--- config.mk ---
export PLATFORM = sky130hd
export DESIGN_NAME = pipe_register_chain
export DESIGN_NICKNAME = d
export VERILOG_FILES = /design/src/rtl/pipe_register_chain_pkg.sv /design/src/rtl/pipe_register_stage.sv /design/src/rtl/pipe_register_chain.sv
export SDC_FILE = /design/constraint.sdc
export NUM_CORES = 1
export LEC_CHECK = 0
export CAP_MARGIN = 5
export CORE_ASPECT_RATIO = 1.2
export CORE_MARGIN = 1.5
export CORE_UTILIZATION = 43
export CTS_BUF_LIST = sky130_fd_sc_hd__clkbuf_8
export CTS_CLUSTER_SIZE = 16
export DETAILED_ROUTE_END_ITERATION = 10
export PLACE_DENSITY = 0.67
export SYNTH_ARGS = -nofsm -noshare
export SYNTH_HDL_FRONTEND = slang
export SYNTH_SLANG_ARGS = --single-unit
export TNS_END_PERCENT = 20
--- constraint.sdc ---
create_clock -name clock -period 1.92 [get_ports clock]
set_input_delay 0.192 -clock clock [delete_from_list [all_inputs] [get_ports clock]]
set_output_delay 0.192 -clock clock [all_outputs]
set_load 0.05 [all_outputs]
--- src/rtl/pipe_register_chain_pkg.sv ---
// Shared constants and helpers for the pipelined register chain.
package pipe_register_chain_pkg;

  localparam logic VldEmpty = 1'b0;
  localparam logic VldFull  = 1'b1;

  // Bits needed to hold values 0 .. value-1.
  function automatic int unsigned clog2(input int unsigned value);
    int unsigned result;
    result = 0;
    for (int unsigned i = 0; i < 32; i++) begin
      if ((32'd1 << i) < value) result = i + 1;
    end
    return result;
  endfunction

endpackage

--- src/rtl/pipe_register_stage.sv ---
// One valid/ready register stage with an optional skid slot behind the main register.
module pipe_register_stage
  import pipe_register_chain_pkg::*;
#(
  parameter int unsigned       WIDTH = 32,
  parameter logic [WIDTH-1:0]  INIT  = '0,
  parameter int unsigned       SKID  = 1
) (
  input  logic             clk_i,
  input  logic             rst_i,
  input  logic             flush_i,
  input  logic             up_valid_i,
  output logic             up_ready_o,
  input  logic [WIDTH-1:0] up_data_i,
  output logic             dn_valid_o,
  input  logic             dn_ready_i,
  output logic [WIDTH-1:0] dn_data_o
);

  logic             v_q, v_d, sv_q, sv_d;
  logic [WIDTH-1:0] m_q, m_d, s_q, s_d;
  logic             accept, drain;

  // With a skid slot, ready depends only on local state, breaking the ready chain.
  assign up_ready_o = (SKID != 0) ? (sv_q == VldEmpty) : ((v_q == VldEmpty) || dn_ready_i);
  assign accept     = up_valid_i && up_ready_o;
  assign drain      = (v_q == VldFull) && dn_ready_i;
  assign dn_valid_o = v_q;
  assign dn_data_o  = m_q;

  always_comb begin
    v_d  = v_q;
    sv_d = sv_q;
    m_d  = m_q;
    s_d  = s_q;
    if (SKID == 0) begin
      if (accept) begin
        m_d = up_data_i;
        v_d = VldFull;
      end else if (drain) begin
        v_d = VldEmpty;
      end
    end else if ((v_q == VldEmpty) || drain) begin
      if (sv_q == VldFull) begin
        // Skid word moves up first so it never gets passed by a newer word.
        m_d  = s_q;
        v_d  = VldFull;
        sv_d = VldEmpty;
        if (accept) begin
          s_d  = up_data_i;
          sv_d = VldFull;
        end
      end else if (accept) begin
        m_d = up_data_i;
        v_d = VldFull;
      end else begin
        v_d = VldEmpty;
      end
    end else if (accept) begin
      s_d  = up_data_i;
      sv_d = VldFull;
    end
  end

  always_ff @(posedge clk_i) begin
    if (rst_i || flush_i) begin
      v_q  <= VldEmpty;
      sv_q <= VldEmpty;
      m_q  <= INIT;
      s_q  <= INIT;
    end else begin
      v_q  <= v_d;
      sv_q <= sv_d;
      m_q  <= m_d;
      s_q  <= s_d;
    end
  end

endmodule

--- src/rtl/pipe_register_chain.sv ---
// Chain of DEPTH valid/ready register stages with flush and a registered occupancy count.
module pipe_register_chain
  import pipe_register_chain_pkg::*;
#(
  parameter int unsigned      WIDTH = 32,
  parameter logic [WIDTH-1:0] INIT  = '0,
  parameter int unsigned      DEPTH = 2,
  parameter int unsigned      SKID  = 1,
  localparam int unsigned     CW    = clog2(DEPTH * (1 + SKID) + 1)
) (
  input  logic             clock,
  input  logic             reset,
  input  logic             flush,
  input  logic             in_valid,
  output logic             in_ready,
  input  logic [WIDTH-1:0] in_data,
  output logic             out_valid,
  input  logic             out_ready,
  output logic [WIDTH-1:0] out_data,
  output logic [CW-1:0]    count
);

  logic [DEPTH:0]   vld;
  logic [DEPTH:0]   rdy;
  logic [WIDTH-1:0] dat [DEPTH+1];
  logic [CW-1:0]    count_q, count_d;
  logic             in_xfer, out_xfer;

  assign vld[0]     = in_valid;
  assign dat[0]     = in_data;
  assign rdy[DEPTH] = out_ready;

  for (genvar k = 0; k < DEPTH; k++) begin : g_stage
    pipe_register_stage #(
      .WIDTH (WIDTH),
      .INIT  (INIT),
      .SKID  (SKID)
    ) u_stage (
      .clk_i      (clock),
      .rst_i      (reset),
      .flush_i    (flush),
      .up_valid_i (vld[k]),
      .up_ready_o (rdy[k]),
      .up_data_i  (dat[k]),
      .dn_valid_o (vld[k+1]),
      .dn_ready_i (rdy[k+1]),
      .dn_data_o  (dat[k+1])
    );
  end

  // Skid chains advertise not-ready while held in reset.
  assign in_ready  = rdy[0] && !((SKID != 0) && reset);
  assign out_valid = vld[DEPTH];
  assign out_data  = dat[DEPTH];
  assign in_xfer   = in_valid && in_ready;
  assign out_xfer  = out_valid && out_ready;
  assign count     = count_q;

  always_comb begin
    count_d = count_q;
    if (in_xfer && !out_xfer) count_d = count_q + CW'(1);
    if (out_xfer && !in_xfer) count_d = count_q - CW'(1);
  end

  always_ff @(posedge clock) begin
    if (reset || flush) begin
      count_q <= '0;
    end else begin
      count_q <= count_d;
    end
  end

endmodule

==> Word-level counts from Yosys, hierarchy flattened <==
Index checks and enable logic that the tools add are counted.
{ "word_totals": {"latchBits": 0, "mem_bits_ro": 0, "in_bits": 37, "register_bits": 135, "out_inout_bits": 37, "ramBits": 0, "memories": 0} }
{ "classes": {"addsub": 2, "mul": 0, "n_div": 0, "order_cmp": 0, "reduce_logical": 20, "shifts": 0, "n_mux": 22, "n_eq_ne": 2, "n_bitwise": 4} }
{ "ops": {"columns": ["operator", "count"], "rows": [
  ["$mux 32", 10],
  ["$mux 1", 10],
  ["$reduce_bool 2->1", 5],
  ["$logic_and 1x1->1", 7],
  ["$mux 3", 2],
  ["$ne 2x1->1 const B", 2],
  ["$not 1->1", 4],
  ["$reduce_and 2->1", 2],
  ["$add 3x1->3 const B", 1],
  ["$logic_not 1->1", 3],
  ["$logic_or 1x1->1", 3],
  ["$sub 3x1->3 const B", 1]
]} }

==> Longest topological paths before layout <==
{ "depth": {"ltp_word": 6, "ltp_mapped": 10, "depth_no_buf": 8} }

==> By module <==
From an unflattened synthesis, not the netlist that was laid out.
{ "unflattened": {"cells_unflattened": 614, "hier_area_um2": 5810.6} }
{ "modules_own_cells": {"columns": ["module", "instances", "area_each_um2", "cells_each"], "rows": [
  ["pipe_register_stage", 2, 2822.7, 299],
  ["pipe_register_chain", 1, 165.2, 16]
]} }

==> Worst setup path before layout <==
OpenSTA, ideal clock, no wires.
{ "synth_timing": {"path_type": "reg-to-reg", "start": "register g_stage[0].u_stage.sv_q", "end": "register count_q[2], in the netlist count[2]", "path_stages_with_launch": 11, "arrival_time_ps": 2430, "setup_ps": 70, "path_slack_ps": -581, "synth_period_minus_slack_ps": 2501, "path_cell_list": "dfxtp_1 -> buf_2 -> buf_2 -> nor2_1 -> nand2_1 -> ha_1 -> inv_1 -> fa_1 -> xor2_1 -> or3_1 -> a21oi_1"} }
{ "synth_via": {"elab_chain_len": 6} }
{ "synth_lines": {"columns": ["element", "line_no", "text"], "rows": [
  ["from (decl)", "pipe_register_stage.sv:20", "logic v_q, v_d, sv_q, sv_d;"],
  ["from (signal assigned)", "pipe_register_stage.sv:68", "sv_q <= VldEmpty;"],
  ["from (signal assigned)", "pipe_register_stage.sv:73", "sv_q <= sv_d;"],
  ["$not 1->1 *", "pipe_register_stage.sv:25", "assign up_ready_o = (SKID != 0) ? (sv_q == VldEmpty) : ((v_q == VldEmpty) || dn_ready_i);"],
  ["$logic_and 1x1->1 *", "pipe_register_chain.sv:52", "assign in_ready = rdy[0] && !((SKID != 0) && reset);"],
  ["named net in_ready", "pipe_register_chain.sv:15", "output logic in_ready,"],
  ["$logic_and 1x1->1 *", "pipe_register_chain.sv:55", "assign in_xfer = in_valid && in_ready;"],
  ["$logic_not 1->1", "pipe_register_chain.sv:62", "if (out_xfer && !in_xfer) count_d = count_q - CW'(1);"],
  ["$logic_and 1x1->1", "pipe_register_chain.sv:62", null],
  ["$mux 3 / $reduce_bool 2->1 (equally long branches)", null, null],
  ["to (signal assigned)", "pipe_register_chain.sv:69", "count_q <= count_d;"],
  ["to (decl)", "pipe_register_chain.sv:26", "logic [CW-1:0] count_q, count_d;"]
]} }
Mark *: on every way through the listed nets, which the timed path passes. The rest lies on a longest branch.
A chain may end at the register's enable or synchronous reset.

==> Worst setup path in the final report <==
{ "layout_timing": {"start": "register count_q[1], in the netlist count[1]", "end": "output port count[1]"} }
{ "layout_rtl": {"columns": ["element", "line_no", "text"], "rows": [
  ["to (decl)", "pipe_register_chain.sv:20", "output logic [CW-1:0] count"]
]} }
No word-level cell between the ends.

==> flow_metrics.tcl <==
set metrics [dict create \
    outcome "complete, no violations" \
    area_growth_pct 20.5 \
    clock_path_buffers 2 \
    ys_types 30 \
    num_vias 4211 \
    grt.busiest_layer "met2" \
    grt_use_met1_pct 25.6 \
    synth_most_common_cell "dfxtp_1" \
    initial_core_util_pct 44.0 \
    grt_max_degree 86 \
    drive_above_1_share_pct 13.6 \
    wl_per_cell_um 13.9 \
    clk_pin_slew_ns 0.07 \
    instances_no_fill 844 \
    post-route-drc-count 0 \
    viasPerCell 4.99 \
    syn_area_per_cell_um2 9.06 \
    placedInstanceArea_mm2 0.00652 \
    cpMaxStageDelayCell "clkdlybuf4s50_1" \
    slew_headroom_pct 65.6 \
    clkPwrFrac_pct 44.8 \
    worst_setup_path_start_kind "register" \
    ys_top_cells_by_area "dfxtp_1 (47%), mux2i_1 (11%), a21oi_1 (8.6%), nand2_1 (8.4%), a211oi_2 (6.5%)" \
    grt_pass1_wl_um 19800 \
    setup_viol 0 \
    grt_pass1_vias 3967 \
    clk-insertion-delay-late_ns 0.43 \
    crit_family "buffers and inverters" \
    syn_inst 640 \
    path_cells "clkdlybuf4s50_1" \
    slowest_delay_ns 0.82 \
    power.total_mw 6.04 \
    postLayoutCoreUtil_pct 53.0 \
    p_leak_nw 2.13 \
    hp-class "in2reg" \
    switchingPower_mw 1.36 \
    cp_max_fo 3 \
    intPower_mw 4.69 \
    timing.fmax_mhz 552 \
    holdBufCountCts 0 \
    drt-initial-drc-count 240 \
    cts_resized 0 \
    die_y_um 130 \
    synth.cell_area_mm2 0.00580 \
    grt_antenna_before_repair 0 \
    cts_setup_buffers 0 \
    core_mm2 0.0132 \
    fp.dieArea_mm2 0.0142 \
    grt_overflow 0 \
    crit_arrival_ns 1.62 \
    finalCriticalPeriod_ns 1.81 \
    worstPathRequired_ns 1.73 \
    fin_crit_sh_pct 94.4 \
    power.share.switching_pct 22.5 \
    fin_skew_ns 0.0116 \
    dp_slack_ns -0.207 \
    dp_hpwl_um 7780 \
    synth_edf_count 0 \
    ir_drop_v 0.000356 \
    crit_buf_inv 1 \
    finalWirelength_um 11700 \
    crit_path_end_kind "primary output" \
    fin_area_mm2 0.00699 \
    cts_buffers 17 \
    setup_ws_ns 0.107 \
    yosys_warnings 0 \
    drv_cap 0 \
    yosys.area.top_type "dfxtp_1" \
    synthArstFlopShare_pct 0 \
    cts_tree "built" \
    pwr_density_cell_mw_per_mm2 865 \
    gp_congestion 0.739 \
    ios 74 \
    cts_root_buf "clkbuf_8" \
    htreeDepth 4 \
    use_met3_pct 5.04 \
    ys_seq_elements 135 \
    ys_top_cells_by_count "dfxtp_1 (135), nand2_1 (130), a21oi_1 (100), mux2i_1 (64), nor2_1 (38)" \
    pwr-share-comb_pct 7.5 \
    io_buffers 73 \
    synth_top_flop_cell "dfxtp_1" \
    hold_viol 0 \
    clock-sinks 135 \
    num_antenna_cells 0 \
    slew_viol_final 0 \
    worstMarginPinSlew_ns 0.514 \
    power_frac_seq_pct 47.7 \
    synthesis.nets 679 \
    gr-usage-met2_pct 25.6 \
    rsz0062_at_grt "false" \
    die_x_um 109 \
    fin_nets 702 \
    track_usage_pct 17.9 \
    ys_seq_area_share_pct 46.6 \
    yosysTopAreaCellShare_pct 46.6 \
    ant_nets 0 \
    crit_type "reg2out" \
    first_pass_iters 5 \
    placementRows 46 \
    dp.cells 812 \
]
-- cell usage in the layout, fill, tap and decap left out, types with 2 or more instances in the layout --
cell type          n
inv_1              3
buf_12             9
a211oi_2          30
mux2i_1           64
nor3_1             2
clkinvlp_4         2
clkbuf_8          20
dfxtp_1          132
clkinv_2           3
buf_4             11
xor2_1             2
nand2_1          130
a211oi_1          34
bufinv_16          5
nor2_1            37
a21oi_1          100
clkdlybuf4s50_1   72
dfxtp_2            3
clkinv_4           2
-- final timing paths --
check,start,to,slack (ns),cells after the start
hold / removal,in_data[20],g_stage[0].u_stage.s_q[20]$_SDFFE_PP0P_,0.33,3
setup / recovery,count[1]$_SDFFE_PP0P_,count[1],0.11,1
hold reg to reg,g_stage[0].u_stage.s_q[14]$_SDFFE_PP0P_,g_stage[0].u_stage.s_q[14]$_SDFFE_PP0P_,0.45,2
setup reg to reg,g_stage[1].u_stage.dn_valid_o$_SDFFE_PP0N_,count[2]$_SDFFE_PP0P_,0.14,7
-- cell type report --
cell class,count,area [µm²]
clock buffers,20,275
clock inverters,12,198
fillers,1163,6190
inverters,3,11.3
multi-input cells,414,2600
flip-flops and latches,135,2710
well taps,168,210
repair buffers,92,983
-- power by group through the flow --
stage	clock network (mW)	registers, mW	logic [mW]
CTS	2.76	2.88	0.457
global placement	0	2.95	0.447
global route	2.89	2.89	0.493
detailed placement	0	2.95	0.454
finish	2.71	2.88	0.454
floorplan	0	2.94	0.295
-- logic make-up after synthesis --
family / share of synthesized area, %
fa+ha+maj: 0.561
xor+xnor: 0.302
simple gates: 12.4
flops: 46.6
mux: 11.1
compound gates: 20.1
buf+inv: 8.98
-- state kept, by name (all words and copies together), names as in the netlist --
signal,flops
count,3
g_stage.u_stage.sv_q,2
g_stage.u_stage.dn_valid_o,2
g_stage.u_stage.s_q,64
g_stage.u_stage.dn_data_o,64
-- metal layers --
metal / part of all wire (%) / vias to the layer above
li1: - / 2219
met1: 50 / 1903
met2: 45 / 85
met3: 4.3 / 4
met4: 0.74 / 0
met5: 0 / -
-- through the flow --
step	hold slack [ns]	setup TNS, ns
2_1_floorplan	0.328	-0.00779
3_3_place_gp	0.441	-0.152
3_5_place_dp	0.447	-0.245
4_1_cts	0.296	0
5_1_grt	0.312	0
6_report	0.333	0
Power figures use the tool's default switching activity.
